**src/rtl/imem_loader_pkg.sv**
```systemverilog
// Shared processor constants and loader state encoding.
// IMEM_DEPTH is shared by the boot loader and the instruction memory so that they stay in step.
package imem_loader_pkg;

  localparam int IMEM_DEPTH = 16;
  localparam int WORD_BYTES = 4;

  typedef enum logic [1:0] {
    IDLE  = 2'd0,
    RECV  = 2'd1,
    WRITE = 2'd2,
    DONE  = 2'd3
  } loader_state_t;

endpackage

```
**src/rtl/imem_loader_byte_packer.sv**
```systemverilog
// 8->32 big-endian shift assembler; the first byte of a word ends up in the MSB.
// Latency: word/word_valid are combinational on the 4th accepted byte, so the caller can register them at that same edge.
// Backpressure: none of its own; it counts only the bytes that the caller reports as transferred.
module imem_loader_byte_packer
  import imem_loader_pkg::*;
(
  input  logic        clk,
  input  logic        rst_n,
  input  logic        clear,
  input  logic        byte_fire,
  input  logic [7:0]  byte_in,
  output logic [31:0] word,
  output logic        word_valid
);

  logic [23:0] acc;
  logic [1:0]  cnt;

  always_ff @(posedge clk or negedge rst_n) begin
    if (!rst_n) begin
      acc <= '0;
      cnt <= '0;
    end else if (clear) begin
      acc <= '0;
      cnt <= '0;
    end else if (byte_fire) begin
      acc <= {acc[15:0], byte_in};
      cnt <= cnt + 2'd1;
    end
  end

  // The current byte is appended here rather than stored, so the full word is ready on the 4th transfer.
  assign word       = {acc, byte_in};
  assign word_valid = byte_fire && (cnt == 2'(WORD_BYTES - 1));

endmodule

```
**src/rtl/imem_loader.sv**
```systemverilog
// Boot loader: streams bytes into 32-bit words and writes them to instruction memory from address 0, stalling the CPU meanwhile.
// Latency: the write cycle follows the 4th accepted byte by one clock; done rises one cycle after the last write.
// Backpressure: byte_ready is high only in RECV, so bytes are refused during the write cycle and when no load is active.
module imem_loader
  import imem_loader_pkg::*;
#(
  parameter int DEPTH = IMEM_DEPTH,
  parameter int CNT_W = 5
) (
  input  logic             clk,
  input  logic             rst_n,
  input  logic             start,
  input  logic [CNT_W-1:0] num_words,
  input  logic [7:0]       byte_in,
  input  logic             byte_valid,
  output logic             byte_ready,
  output logic             wr_en,
  output logic [31:0]      wr_addr,
  output logic [31:0]      wr_data,
  output logic             cpu_stall,
  output logic             done,
  output logic             error
);

  loader_state_t    state, state_nxt;
  logic [CNT_W-1:0] cnt_q;
  logic [CNT_W-1:0] word_idx;
  logic             byte_fire;
  logic             word_vld;
  logic [31:0]      word;
  logic             idle_like;
  logic             start_ok;
  logic             last_word;

  assign idle_like  = (state == IDLE) || (state == DONE);
  assign byte_ready = (state == RECV);
  assign cpu_stall  = (state == RECV) || (state == WRITE);
  assign byte_fire  = byte_valid && byte_ready;
  assign start_ok   = (num_words != '0) && (num_words <= CNT_W'(DEPTH));
  assign last_word  = ((word_idx + CNT_W'(1)) == cnt_q);

  imem_loader_byte_packer u_packer (
    .clk        (clk),
    .rst_n      (rst_n),
    .clear      (idle_like && start && start_ok),
    .byte_fire  (byte_fire),
    .byte_in    (byte_in),
    .word       (word),
    .word_valid (word_vld)
  );

  always_ff @(posedge clk or negedge rst_n) begin
    if (!rst_n) state <= IDLE;
    else        state <= state_nxt;
  end

  always_comb begin
    state_nxt = state;
    case (state)
      IDLE, DONE: if (start) state_nxt = start_ok ? RECV : DONE;
      RECV:       if (word_vld) state_nxt = WRITE;
      WRITE:      state_nxt = last_word ? DONE : RECV;
      default:    state_nxt = IDLE;
    endcase
  end

  always_ff @(posedge clk or negedge rst_n) begin
    if (!rst_n) begin
      cnt_q    <= '0;
      word_idx <= '0;
      wr_en    <= 1'b0;
      wr_addr  <= '0;
      wr_data  <= '0;
      done     <= 1'b0;
      error    <= 1'b0;
    end else begin
      wr_en <= 1'b0;
      case (state)
        IDLE, DONE: begin
          if (start) begin
            done <= 1'b0;
            if (start_ok) begin
              cnt_q    <= num_words;
              word_idx <= '0;
              error    <= 1'b0;
            end else begin
              error <= 1'b1;
            end
          end
        end
        RECV: begin
          // Write-port registers are loaded on the 4th byte so they are stable for the entire WRITE cycle.
          if (word_vld) begin
            wr_en   <= 1'b1;
            wr_addr <= {{(30-CNT_W){1'b0}}, word_idx, 2'b00};
            wr_data <= word;
          end
        end
        WRITE: begin
          word_idx <= word_idx + CNT_W'(1);
          if (last_word) done <= 1'b1;
        end
        default: ;
      endcase
    end
  end

endmodule

```
**config.mk**
```make
export PLATFORM = sky130hd
export DESIGN_NAME = imem_loader
export DESIGN_NICKNAME = d
export VERILOG_FILES = /design/src/rtl/imem_loader_pkg.sv /design/src/rtl/imem_loader_byte_packer.sv /design/src/rtl/imem_loader.sv
export SDC_FILE = /design/constraint.sdc
export NUM_CORES = 1
export LEC_CHECK = 0
export BUFFER_PORTS_ARGS = -buffer_cell sky130_fd_sc_hd__buf_2
export CAP_MARGIN = 20
export CELL_PAD_IN_SITES_DETAIL_PLACEMENT = 0
export CELL_PAD_IN_SITES_GLOBAL_PLACEMENT = 1
export CORE_ASPECT_RATIO = 0.9
export CORE_MARGIN = 3
export CORE_UTILIZATION = 46
export CTS_CLUSTER_SIZE = 25
export DETAILED_ROUTE_END_ITERATION = 10
export PLACE_DENSITY_LB_ADDON = 0.1
export SLEW_MARGIN = 20
export SYNTH_ARGS = -nofsm -noshare
export SYNTH_HDL_FRONTEND = slang
export SYNTH_HIERARCHICAL = 1
export SYNTH_SLANG_ARGS = --single-unit
```
**constraint.sdc**
```tcl
create_clock -name clk -period 6.41 [get_ports clk]
set_input_delay 1.6025 -clock clk [delete_from_list [all_inputs] [get_ports clk]]
set_output_delay 1.6025 -clock clk [all_outputs]
set_load 0.02 [all_outputs]
```
# Word-level counts from Yosys, hierarchy flattened
# Index checks and enable logic that the tools add are counted.
[word_totals] input_bits=17 ff_bits=78
[op_classes] add_sub_neg=2 eq_ne=9 muxes=18 n_lt_le_gt_ge=1 n_reduce_logical=18
[op_table] op="24-bit two-way mux" n=2
[op_table] op="2-bit two-way mux" n=6
[op_table] op="5-bit two-way mux" n=2
[op_table] op="5-bit case mux with 2 select lines" n=1
[op_table] op="3-bit AND reduction" n=3
[op_table] op="2-bit equality test, second input constant" n=3
[op_table] op="2-bit != test, second input constant" n=3
[op_table] op="2-bit case mux with 3 select lines" n=1
[op_table] op="2-bit AND reduction" n=3
[op_table] op="5-bit by 1-bit adder with 5-bit output, second input constant" n=1
[op_table] op="5-bit equality test" n=1
[op_table] op="5-bit <= comparator, second input constant" n=1
[op_table] op="1-bit logical AND" n=5
[op_table] op="1-bit two-way mux" n=5
[op_table] op="5-bit nonzero test" n=1
[op_table] op="2-bit nonzero test" n=2
[op_table] op="2-bit by 1-bit adder with 2-bit output, second input constant" n=1
[op_table] op="2-bit by 1-bit equality test with 1-bit output, second input constant" n=1
[op_table] op="2-bit zero test" n=1
[op_table] op="1-bit logical OR" n=2
[op_table] op="2-bit by 1-bit != test with 1-bit output, second input constant" n=1
[op_table] op="1-bit case mux with 2 select lines" n=1
[op_table] op="2-bit OR reduction" n=1

# Depth between registers and ports, before layout
# Gate-level depths: netlist (run 1).
[depth] ltp_word=5 ltp_mapped=10 depth_no_buf=8

# By module
# Netlist (run 1), hierarchy kept.
[by_module_without_submodules] mod="imem_loader" instances=1 cells_each=202 seq_area_each_um2=1301.2 area_per_inst_um2=2512.4
[by_module_without_submodules] mod="imem_loader_byte_packer" instances=1 cells_each=94 seq_area_each_um2=650.6 area_per_inst_um2=1153.6

# Worst setup path after synthesis (run 1)
# OpenSTA, ideal clock, no wires.
[synth_timing] path_type="in2reg" from="input byte_valid" to="register wr_addr[6]" required_ns=6.285 slack_ns=3.261 setup_time_ns=0.125 path_buffers=4 stages=8 arrival_time_ns=3.024 cell_sequence="and2_1 > buf_6 > buf_12 > and2_1 > nand2_1 > buf_2 > buf_2 > mux2_2"
[synth_via] elab_chain_len=3
[synth_lines] element="from (decl)" line_no="imem_loader.sv:15" text="input logic byte_valid,"
[synth_lines] element="1-bit logical AND" line_no="imem_loader.sv:38" text="assign byte_fire = byte_valid && byte_ready;"
[synth_lines] element="1-bit logical AND" line_no="imem_loader_byte_packer.sv:34" text="assign word_valid = byte_fire && (cnt == 2'(WORD_BYTES - 1));"
[synth_lines] element="net word_vld" line_no="imem_loader.sv:29" text="logic word_vld;"
[synth_lines] element="2-bit AND reduction (no source line)"
[synth_lines] element="to (signal assigned)" line_no="imem_loader.sv:95" text="wr_addr <= {{(30-CNT_W){1'b0}}, word_idx, 2'b00};"
[synth_lines] element="to (decl)" line_no="imem_loader.sv:18" text="output logic [31:0] wr_addr,"
# The timed path passes the listed nets, and every way through them passes these cells.
# A chain may end at the register's enable or synchronous reset.

# Worst setup path after layout (run 1)
[layout_timing] from="input byte_valid" to="register wr_data[15]"
[layout_via] elab_chain_len=3
[layout_lines] element="1-bit logical AND" line_no="imem_loader.sv:38"
[layout_lines] element="net byte_fire" line_no="imem_loader.sv:28" text="logic byte_fire;"
[layout_lines] element="1-bit logical AND" line_no="imem_loader_byte_packer.sv:34"
[layout_lines] element="net word_vld" line_no="imem_loader.sv:29"
[layout_lines] element="2-bit AND reduction (no source line)"
[layout_lines] element="to (signal assigned)" line_no="imem_loader.sv:96" text="wr_data <= word;"
[layout_lines] element="to (decl)" line_no="imem_loader.sv:19" text="output logic [31:0] wr_data,"
# The timed path passes the listed nets, and every way through them passes these cells.

==> results of run 1 <==
[layout make-up]
| type | instances | area, µm² |
|---|---|---|
| well taps | 96 | 120.1 |
| repair buffers | 58 | 292.8 |
| multi-input cells | 187 | 1416 |
| clock buffers | 10 | 127.6 |
| inverters | 8 | 32.53 |
| clock inverters | 6 | 86.33 |
| flip-flops and latches | 78 | 1952 |
| fillers | 713 | 3630 |
[sequential cells by signal, summed over array words and instances, names as in the netlist]
register      cells
wr_data          32
u_packer/acc     24
cnt_q             5
word_idx          5
wr_addr           5
state             2
u_packer/cnt      2
done              1
error             1
wr_en             1
[worst paths after layout]
kind,from,endpoint,slack (ns),depth (start not counted)
worst max-delay path,byte_valid,wr_data[15],2.95,5
worst min-delay path,wr_data[9],wr_data[9],0.50,1
worst max register to register,state[1],wr_data[15],3.48,6
worst min register to register,wr_data[9],wr_data[9],0.50,1
max in group asynchronous,rst_n,wr_data[7],4.37,1
min in group asynchronous,rst_n,wr_addr[6],1.41,1
[critical path, cell delays in order]
cell,delay [ns]
buf_2,0.07
and2_2,0.68
and2_1,0.28
nand2_2,0.53
mux2_2,0.49
[per-layer routing]
metal | vias to the layer above | part of all wire, %
li1 | 1028 | -
met5 | - | 0
met2 | 64 | 45
met4 | 0 | 0.44
met1 | 1056 | 49
met3 | 2 | 6.0
[kinds of logic after synthesis]
logic type               after synthesis  share of synthesized area [%]
flip-flops                            78                          53.24
AND/OR/NAND/NOR                       59                          7.577
other                                  1                         0.1023
multiplexers                          73                          21.71
buffers and inverters                 57                          10.89
XOR/XNOR                               7                          1.672
AO/OA/AOI/OAI                         16                          3.106
adder cells (fa/ha/maj)                5                          1.706
[placed cells by master (no fill, tap or decap), drive strengths merged]
master / n
dfrtp: 78
buf: 58
mux2: 43
nor2: 36
mux2i: 30
conb: 27
clkbuf: 10
inv: 8
nand2: 7
a21oi: 6
ha: 5
and2: 5
xnor2: 4
xor2: 3
nand3: 3
o21ai: 3
a221o: 3
clkinv: 3
nand2b: 2
nor2b: 2
nor3: 2
bufinv: 2
nor4: 1
nand4: 1
o221ai: 1
o41ai: 1
a221oi: 1
a22o: 1
clkinvlp: 1
[power by group through the flow]
stage               Clock, µW  Sequential [µW]  Combinational [µW]
floorplan                   0              841                 442
global placement            0              787                 638
detailed placement          0              789                 647
CTS                       410              780                 650
global route              426              804                 708
finish                    394              779                 639
[through the flow]
step	std cells	hold WS, ns	power (µW)	utilization (%)	area, µm²
floorplan	322	0.4800	1283	-	3764
global placement	427	0.4736	1425	49.80	3814
detailed placement	427	0.4863	1437	49.80	3814
CTS	443	0.5068	1840	52.60	4028
global route	443	0.5147	1938	52.60	4028
finish	443	0.5036	1811	52.60	4028
==> run summary, run 1 <==
outcome -> finished clean
setup TNS -> 0 ns
pre-CTS setup slack -> 2.529 ns
fmax -> 0.2890 GHz
drt wl/cell -> 14.48 µm
Syn Inst Count -> 296
1st-pass router iterations -> 4
post-route clock period utilization -> 53.98%
Synth top area share -> 53.24%
All-Layer GR Usage -> 14.56%
Detail Placement HPWL -> 4196 µm
RSZ-0062 raised after global routing -> false
largest area contributor in the synthesized netlist -> dfrtp_1
Period minus WS final -> 3.460 ns
share of power burned in registers -> 43.0%
sequential share of the synthesized area -> 53.24%
Psw -> 658.6 µW
final slew viol count -> 0
Die Height -> 90.69 µm
I/O Buffers -> 58
clock buffer depth -> 2
core area -> 7657 µm²
Post CTS Setup Buffer Count -> 0
CP max FO -> 38
Post-synth top cells -> 78 x dfrtp_1, 41 x mux2_2, 36 x buf_4
final net count -> 364
number of flops mapped to enable cells by yosys -> 0
critical path required time -> 6.63 ns
Vias/cell -> 4.853
# IOs -> 86
# DRC -> 0
Switching Share -> 36.36%
root buffer cell -> clkbuf_8
worst vdd ir -> 0.2061 mV
HP Class -> flop to flop
post_cts resized -> 0
Die W -> 100.1 µm
CTS tree -> built
largest net degree at the start of global routing -> 79
worst-skew pair later-pin latency -> 0.34 ns
first-pass GRT wire length -> 10,630 µm
CP endpoint kind -> flop
count of cell types in the netlist -> 36
gpl congestion -> 0.7074
met2 usage in global routing -> 21.61%
slew of the pin with the lowest slew margin -> 0.9700 ns
most used flip-flop cell after synthesis -> dfrtp_1
met3 usage -> 4.556%
routing usage on met1 -> 21.05%
clock transition at the registers of the reported paths -> 0.08 ns
Post-Syn Area -> 3666 µm²
Area Growth Syn to Fin -> 9.863%
CTS Sinks -> 78
layout cells sized above 1 -> 36.02%
vias in the first global route -> 2,059
CP Class -> input pin to flop
Synth area leaders -> dfrtp_1 53%, mux2_2 13%, mux2i_1 7.9%, buf_4 7.4%, nor2_1 3.6%
num rows -> 30
Max Cap Viol -> 0
H-tree depth -> 3
leak pwr -> 0.002140 µW
synth warn -> 6
Seq cells post-synth -> 78
syn_area_per_cell -> 12.39 µm²
final setup vio count -> 0
Gate power share -> 35.3%
Slew HR -> 35.34%
final hold vios -> 0
initial antenna violation count -> 0
fraction of registers with async set/reset -> 100.0%
min setup slack post-route -> 2.950 ns
Post-CTS Hold Buffers -> 0
Routed Antenna Nets -> 0
drt initial violations -> 105
Top Usage Layer GRT -> met2
Worst Clk Skew -> 0.006877 ns
most frequent cell after synthesis -> dfrtp_1
cts bufs inserted -> 9
number of diodes -> 0
PwrDens -> 449.7 nW/µm²
grt total ovfl -> 0
total die area -> 9078 µm²
via count -> 2,150
Clock Power Share -> 21.7%
Internal -> 1153 µW
total routed wirelength -> 6415 µm
startpoint class of the critical path -> input pin
crit path DAT -> 3.68 ns
initial core utilization -> 47.88%
Note: power is estimated with default switching activity, not from simulation.
==> run 2, diff against run 1 <==
Settings changed: CORE_UTILIZATION 46 to 38.
Clock period 6.41 ns to 2.85 ns, I/O delays scaled along.
==> run 2 against run 1 <==
Net effect:
- critical path depth down 1
- highest routed layer unchanged
- critical path type is now flop to primary output
- setup slack worse by 2.2 ns
- first-iteration DRC count fell by 30%
- sequential power is 120% higher
- design area up 3.0%
- register-to-register slack got worse by 2.7 ns
- non-clock buffer count increased by 7
- cell count rose by 7.4%
- clock skew is 0.0059 ns higher
- worst hold slack got worse by 0.13 ns
- core utilization decreased by 7.7 points
==> run summary, run 2 (synthesis gave the netlist of run 1 again) <==
outcome -> finished clean (unchanged)
# IOs -> 86 (unchanged)
Internal -> 2710 µW (was 1153 µW)
most frequent cells in the layout -> 78 x dfrtp_1, 57 x buf_2, 41 x mux2_2 (unchanged)
Period minus WS final -> 2.148 ns
fmax -> 0.4655 GHz
reg2reg end -> wr_data[3] (was wr_data[15])
final hold vios -> 0 (unchanged)
Largest regs -> wr_data (32), u_packer/acc (24) (unchanged)
critical path required time -> 2.14 ns (was 6.63 ns)
number of diodes -> 0 (unchanged)
first-pass GRT wire length -> 11,030 µm (was 10,630 µm)
CP endpoint kind -> primary output (was flop)
Slowest cell on crit path -> dfrtp_1 (was and2_2)
critical path buffer and inverter count -> 3 (was 1)
drt wl/cell -> 14.01 µm (was 14.48 µm)
largest net degree at the start of global routing -> 51 (was 79)
clock buffer depth -> 2 (unchanged)
crit path DAT -> 1.44 ns (was 3.68 ns)
setup TNS -> 0 ns (unchanged)
met3 usage -> 4.802% (was 4.556%)
register-to-register setup slack -> 0.80 ns (was 3.48 ns)
slew of the pin with the lowest slew margin -> 0.6313 ns (was 0.9700 ns)
Die W -> 109.5 µm (was 100.1 µm)
total routed wirelength -> 6671 µm (was 6415 µm)
Biggest register -> wr_data (unchanged)
worst vdd ir -> 0.3669 mV (was 0.2061 mV)
grt total ovfl -> 0 (unchanged)
cts bufs inserted -> 9 (unchanged)
PwrDens -> 1015 nW/µm² (was 449.7 nW/µm²)
# DRC -> 0 (unchanged)
post-route clock period utilization -> 75.38%
initial core utilization -> 39.64% (was 47.88%)
Die Height -> 99.18 µm (was 90.69 µm)
Pwr Total -> 4213 µW (was 1811 µW)
min setup slack post-route -> 0.7018 ns (was 2.950 ns)
Gate power share -> 35.0% (was 35.3%)
Psw -> 1502 µW (was 658.6 µW)
pre-CTS setup slack -> 0.5313 ns (was 2.529 ns)
root buffer cell -> clkbuf_8 (unchanged)
startpoint class of the critical path -> flop (was input pin)
CP max FO -> 4 (was 38)
worst-skew pair later-pin latency -> 0.35 ns (was 0.34 ns)
gpl congestion -> 0.7885 (was 0.7074)
Slew HR -> 57.91% (was 35.34%)
Max Cap Viol -> 0 (unchanged)
Crit Reg-Reg Startpoint -> state[1] (unchanged)
num rows -> 33 (was 30)
CP peak stage delay -> 0.40 ns (was 0.68 ns)
layout cells sized above 1 -> 37.01% (was 36.02%)
Post-CTS Hold Buffers -> 0 (unchanged)
I/O Buffers -> 58 (unchanged)
All-Layer GR Usage -> 13.01% (was 14.56%)
H-tree depth -> 3 (unchanged)
commonest non-fill, non-tap cell in the layout -> dfrtp_1 (unchanged)
vias in the first global route -> 2,193 (was 2,059)
drt initial violations -> 73 (was 105)
CP Class -> flop to primary output (was input pin to flop)
Post CTS Setup Buffer Count -> 0 (unchanged)
critical path, cell by cell -> inv_1 -> ha_1 -> inv_1 -> buf_2 (was buf_2 -> and2_2 -> and2_1 -> nand2_2 -> mux2_2)
worst-case reg-to-reg path depth -> 7 (was 6)
final slew viol count -> 0 (unchanged)
final net count -> 371 (was 364)
CP dominant cell by count -> inv_1
Worst Clk Skew -> 0.01279 ns (was 0.006877 ns)
Post-Layout Inst Area -> 4150 µm² (was 4028 µm²)
final setup vio count -> 0 (unchanged)
Crit path depth -> 4 (was 5)
CTS tree -> built (unchanged)
core area -> 9249 µm² (was 7657 µm²)
DP Area -> 3911 µm² (was 3814 µm²)
Vias/cell -> 4.571 (was 4.853)
Top Usage Layer GRT -> met2 (unchanged)
RSZ-0062 raised after global routing -> false (unchanged)
routing usage on met1 -> 16.92% (was 21.05%)
share of power burned in registers -> 41.6% (was 43.0%)
HP Class -> input pin to asynchronous set/reset pin (was flop to flop)
CTS Sinks -> 78 (unchanged)
clock transition at the registers of the reported paths -> 0.08 ns (about the same)
total die area -> 10,860 µm² (was 9078 µm²)
post_cts resized -> 0 (unchanged)
Routed Antenna Nets -> 0 (unchanged)
hold slack -> 0.3764 ns (was 0.5036 ns)
Detail Placement HPWL -> 4705 µm (was 4196 µm)
Clock Power Share -> 23.4% (was 21.7%)
met2 usage in global routing -> 20.51% (was 21.61%)
via count -> 2,176 (was 2,150)
leak pwr -> 0.002191 µW (was 0.002140 µW)
initial antenna violation count -> 0 (unchanged)
1st-pass router iterations -> 4 (unchanged)
Switching Share -> 35.66% (was 36.36%)
flip-flop count of the largest register after layout -> 32 (unchanged)
Crit path max-delay family -> flip-flops (was simple AND/OR/NAND/NOR gates)
Area Growth Syn to Fin -> 13.21% (was 9.863%)
-- run 2: worst max-delay path by stage --
stage                             from              end  slack [ns]
after floorplan               state[0]       wr_addr[6]        0.57
after global placement    num_words[1]  u_packer/acc[6]        0.57
after global routing          state[0]        cpu_stall        0.61
after detailed placement  num_words[1]  u_packer/acc[9]        0.53
after CTS                     state[0]        cpu_stall        0.67
final                         state[0]        cpu_stall        0.70
-- run 2: metrics by stage --
| step | util [%] | std cells |
|---|---|---|
| 6_report | 44.87 | 476 |
| 5_1_grt | 44.87 | 476 |
| 4_1_cts | 44.87 | 476 |
| 3_5_place_dp | 42.29 | 460 |
| 3_3_place_gp | 42.29 | 460 |
| 2_1_floorplan | - | 322 |
-- run 2: final cells by class --
| type | instances | area, µm² |
|---|---|---|
| sequential | 78 | 1952 |
| clock inverter | 5 | 107.6 |
| timing repair buffer | 65 | 357.8 |
| fill | 917 | 5099 |
| multi-input combinational | 187 | 1416 |
| inverter | 8 | 32.53 |
| tap | 122 | 152.6 |
| clock buffer | 11 | 131.4 |
-- run 2: layer usage --
layer  part of all wire (%)  up-vias
met3                    5.8        6
li1                       -     1040
met4                   0.96        0
met2                     48       55
met1                     45     1075
met5                      0        -
-- run 2: worst register-to-register path, delay by kind of cell (launching register included) --
kind / cells / cell delay [ns]
buffers and inverters: 2 / 0.33
adders and majority gates: 1 / 0.24
and+or+nand+nor: 3 / 0.63
DFF: 1 / 0.38
muxes: 1 / 0.35
-- run 2: power groups by stage --
stage / clock network (µW) / logic (µW) / registers (µW)
final: 986 / 1470 / 1750
after floorplan: 0 / 994 / 1890
after global routing: 1060 / 1640 / 1810
after detailed placement: 0 / 1490 / 1780
after global placement: 0 / 1480 / 1780
after CTS: 1020 / 1500 / 1760
==> run 3, diff against run 2 <==
Settings changed: CORE_UTILIZATION 38 to 42.
Clock period 2.85 ns to 2 ns, I/O delays scaled along.
==> run 3 against run 2 <==
Net effect:
- clock skew is 0.0035 ns lower
- core utilization is 5.8 points higher
- clock power is 19% higher
- via count is 1.7% higher
- design area is 0.87% higher
- largest cell class unchanged
- highest routed layer unchanged
- critical path depth is 3 higher
==> run summary, run 3 (synthesis gave the netlist of run 1 again) <==
outcome -> finished clean (unchanged)
largest net degree at the start of global routing -> 40 (was 51)
setup TNS -> 0 ns (unchanged)
Detail Placement HPWL -> 4806 µm (was 4705 µm)
Max Cap Viol -> 0 (unchanged)
startpoint class of the critical path -> flop (unchanged)
critical path, cell by cell -> buf_4 -> ha_4 -> and2_2 -> and2_1 -> nand2_2 -> buf_12 -> mux2_2 (was inv_1 -> ha_1 -> inv_1 -> buf_2)
crit path DAT -> 2.11 ns (was 1.44 ns)
vias in the first global route -> 2,199 (was 2,193)
total die area -> 9887 µm² (was 10,860 µm²)
CTS Sinks -> 78 (unchanged)
CP Class -> flop to flop (was flop to primary output)
most frequent cells in the layout -> 78 x dfrtp_1, 57 x buf_2, 41 x mux2_2 (unchanged)
Post-CTS Hold Buffers -> 0 (unchanged)
leak pwr -> 0.002204 µW (was 0.002191 µW)
I/O Buffers -> 58 (unchanged)
CP max FO -> 29 (was 4)
Largest regs -> wr_data (32), u_packer/acc (24) (unchanged)
commonest non-fill, non-tap cell in the layout -> dfrtp_1 (unchanged)
Biggest register -> wr_data (unchanged)
Die W -> 104.5 µm (was 109.5 µm)
fmax -> 0.5302 GHz
Die Height -> 94.63 µm (was 99.18 µm)
Worst Clk Skew -> 0.009296 ns (was 0.01279 ns)
final hold vios -> 0 (unchanged)
RSZ-0062 raised after global routing -> false (unchanged)
flip-flop count of the largest register after layout -> 32 (unchanged)
first-pass GRT wire length -> 11,150 µm (was 11,030 µm)
Area Growth Syn to Fin -> 14.20% (was 13.21%)
Core Util, Final -> 50.67% (was 44.87%)
Period minus WS final -> 1.886 ns
clock transition at the registers of the reported paths -> 0.08 ns (about the same)
initial core utilization -> 44.37% (was 39.64%)
post-route clock period utilization -> 94.30%
initial antenna violation count -> 0 (unchanged)
layout cells sized above 1 -> 39.00% (was 37.01%)
PwrDens -> 1406 nW/µm² (was 1015 nW/µm²)
drt initial violations -> 93 (was 73)
total routed wirelength -> 6714 µm (was 6671 µm)
All-Layer GR Usage -> 14.30% (was 13.01%)
slew of the pin with the lowest slew margin -> 0.5404 ns (was 0.6313 ns)
Vias/cell -> 4.669 (was 4.571)
drt wl/cell -> 14.16 µm (was 14.01 µm)
root buffer cell -> clkbuf_8 (unchanged)
# DRC -> 0 (unchanged)
gpl congestion -> 0.8308 (was 0.7885)
final slew viol count -> 0 (unchanged)
core area -> 8262 µm² (was 9249 µm²)
CP endpoint kind -> flop (was primary output)
number of diodes -> 0 (unchanged)
Routed Antenna Nets -> 0 (unchanged)
HP Class -> input pin to asynchronous set/reset pin (unchanged)
CP peak stage delay -> 0.39 ns (was 0.40 ns)
num rows -> 31 (was 33)
final net count -> 376 (was 371)
Slowest cell on crit path -> dfrtp_1 (unchanged)
critical path required time -> 2.23 ns (was 2.14 ns)
CTS tree -> built (unchanged)
DP Area -> 3970 µm² (was 3911 µm²)
cts bufs inserted -> 9 (unchanged)
worst vdd ir -> 0.6264 mV (was 0.3669 mV)
Slew HR -> 63.97% (was 57.91%)
hold slack -> 0.1309 ns (was 0.3764 ns)
worst-skew pair later-pin latency -> 0.34 ns (was 0.35 ns)
H-tree depth -> 3 (unchanged)
Post-Layout Inst Area -> 4187 µm² (was 4150 µm²)
1st-pass router iterations -> 4 (unchanged)
grt total ovfl -> 0 (unchanged)
clock buffer depth -> 2 (unchanged)
final setup vio count -> 0 (unchanged)
via count -> 2,213 (was 2,176)
# IOs -> 86 (unchanged)
## run 3: cell types whose count changed in the layout (fill, tap and decap cells not counted), moves of 2 or more
| cell | delta |
|---|---|
| ha_4 | +2 |
| ha_1 | -2 |
| inv_6 | +2 |
| buf_4 | +3 |
| bufinv_16 | -2 |
| buf_12 | +2 |
## run 3: through the flow
stage,setup slack (ns),power (µW),cells
finish,0.1140,5888,474
global route,0.03154,6315,474
CTS,0.01049,5955,474
detailed placement,0.02197,4724,457
global placement,0.05579,4697,457
floorplan,0.0007250,4142,322
## run 3: layout make-up
cell class,count,area [µm²]
Clock buffer,10,127.6
Clock inverter,6,68.82
Fill cell,786,4075
Inverter,8,32.53
Multi-Input combinational cell,187,1441
Sequential cell,78,1952
Tap cell,115,143.9
Timing Repair Buffer,70,420.4
## run 3: power breakdown
group | total (µW) | switching, µW | internal (µW) | leakage, µW
combinational | 2220 | 1230 | 988 | 0.00107
sequential | 2500 | 373 | 2120 | 0.00104
clock | 1170 | 586 | 586 | 0.0000973
total | 5890 | 2190 | 3700 | 0.00220
## run 3: final timing paths
check / from / end / slack (ns) / cells after the start
max: state[0] / wr_data[24] / 0.11 / 7
min: rst_n / done / 0.13 / 1
max reg2reg: state[0] / wr_data[24] / 0.11 / 7
min reg2reg: error / error / 0.50 / 2
max in group asynchronous: rst_n / word_idx[1] / 1.34 / 2
min in group clk: byte_in[2] / wr_data[2] / 0.40 / 2
## run 3: per-layer routing
layer,share of wire [%],track usage [%]
met3,6.5,5.810
met2,47,21.99
met5,0,0
met4,0.91,3.322
met1,45,19.07
## run 3: worst max-delay path: cells and delay by family, from the launching register on
| family | cells | cell delay [ns] |
|---|---|---|
| flops | 1 | 0.39 |
| mux | 1 | 0.35 |
| fa+ha+maj | 1 | 0.17 |
| buf+inv | 2 | 0.37 |
| simple gates | 3 | 0.48 |
## run 3: what timing repair did
action	CTS	global route
setup endpoints to repair	1	1
gates resized for setup	1	1
buffers inserted	1	0
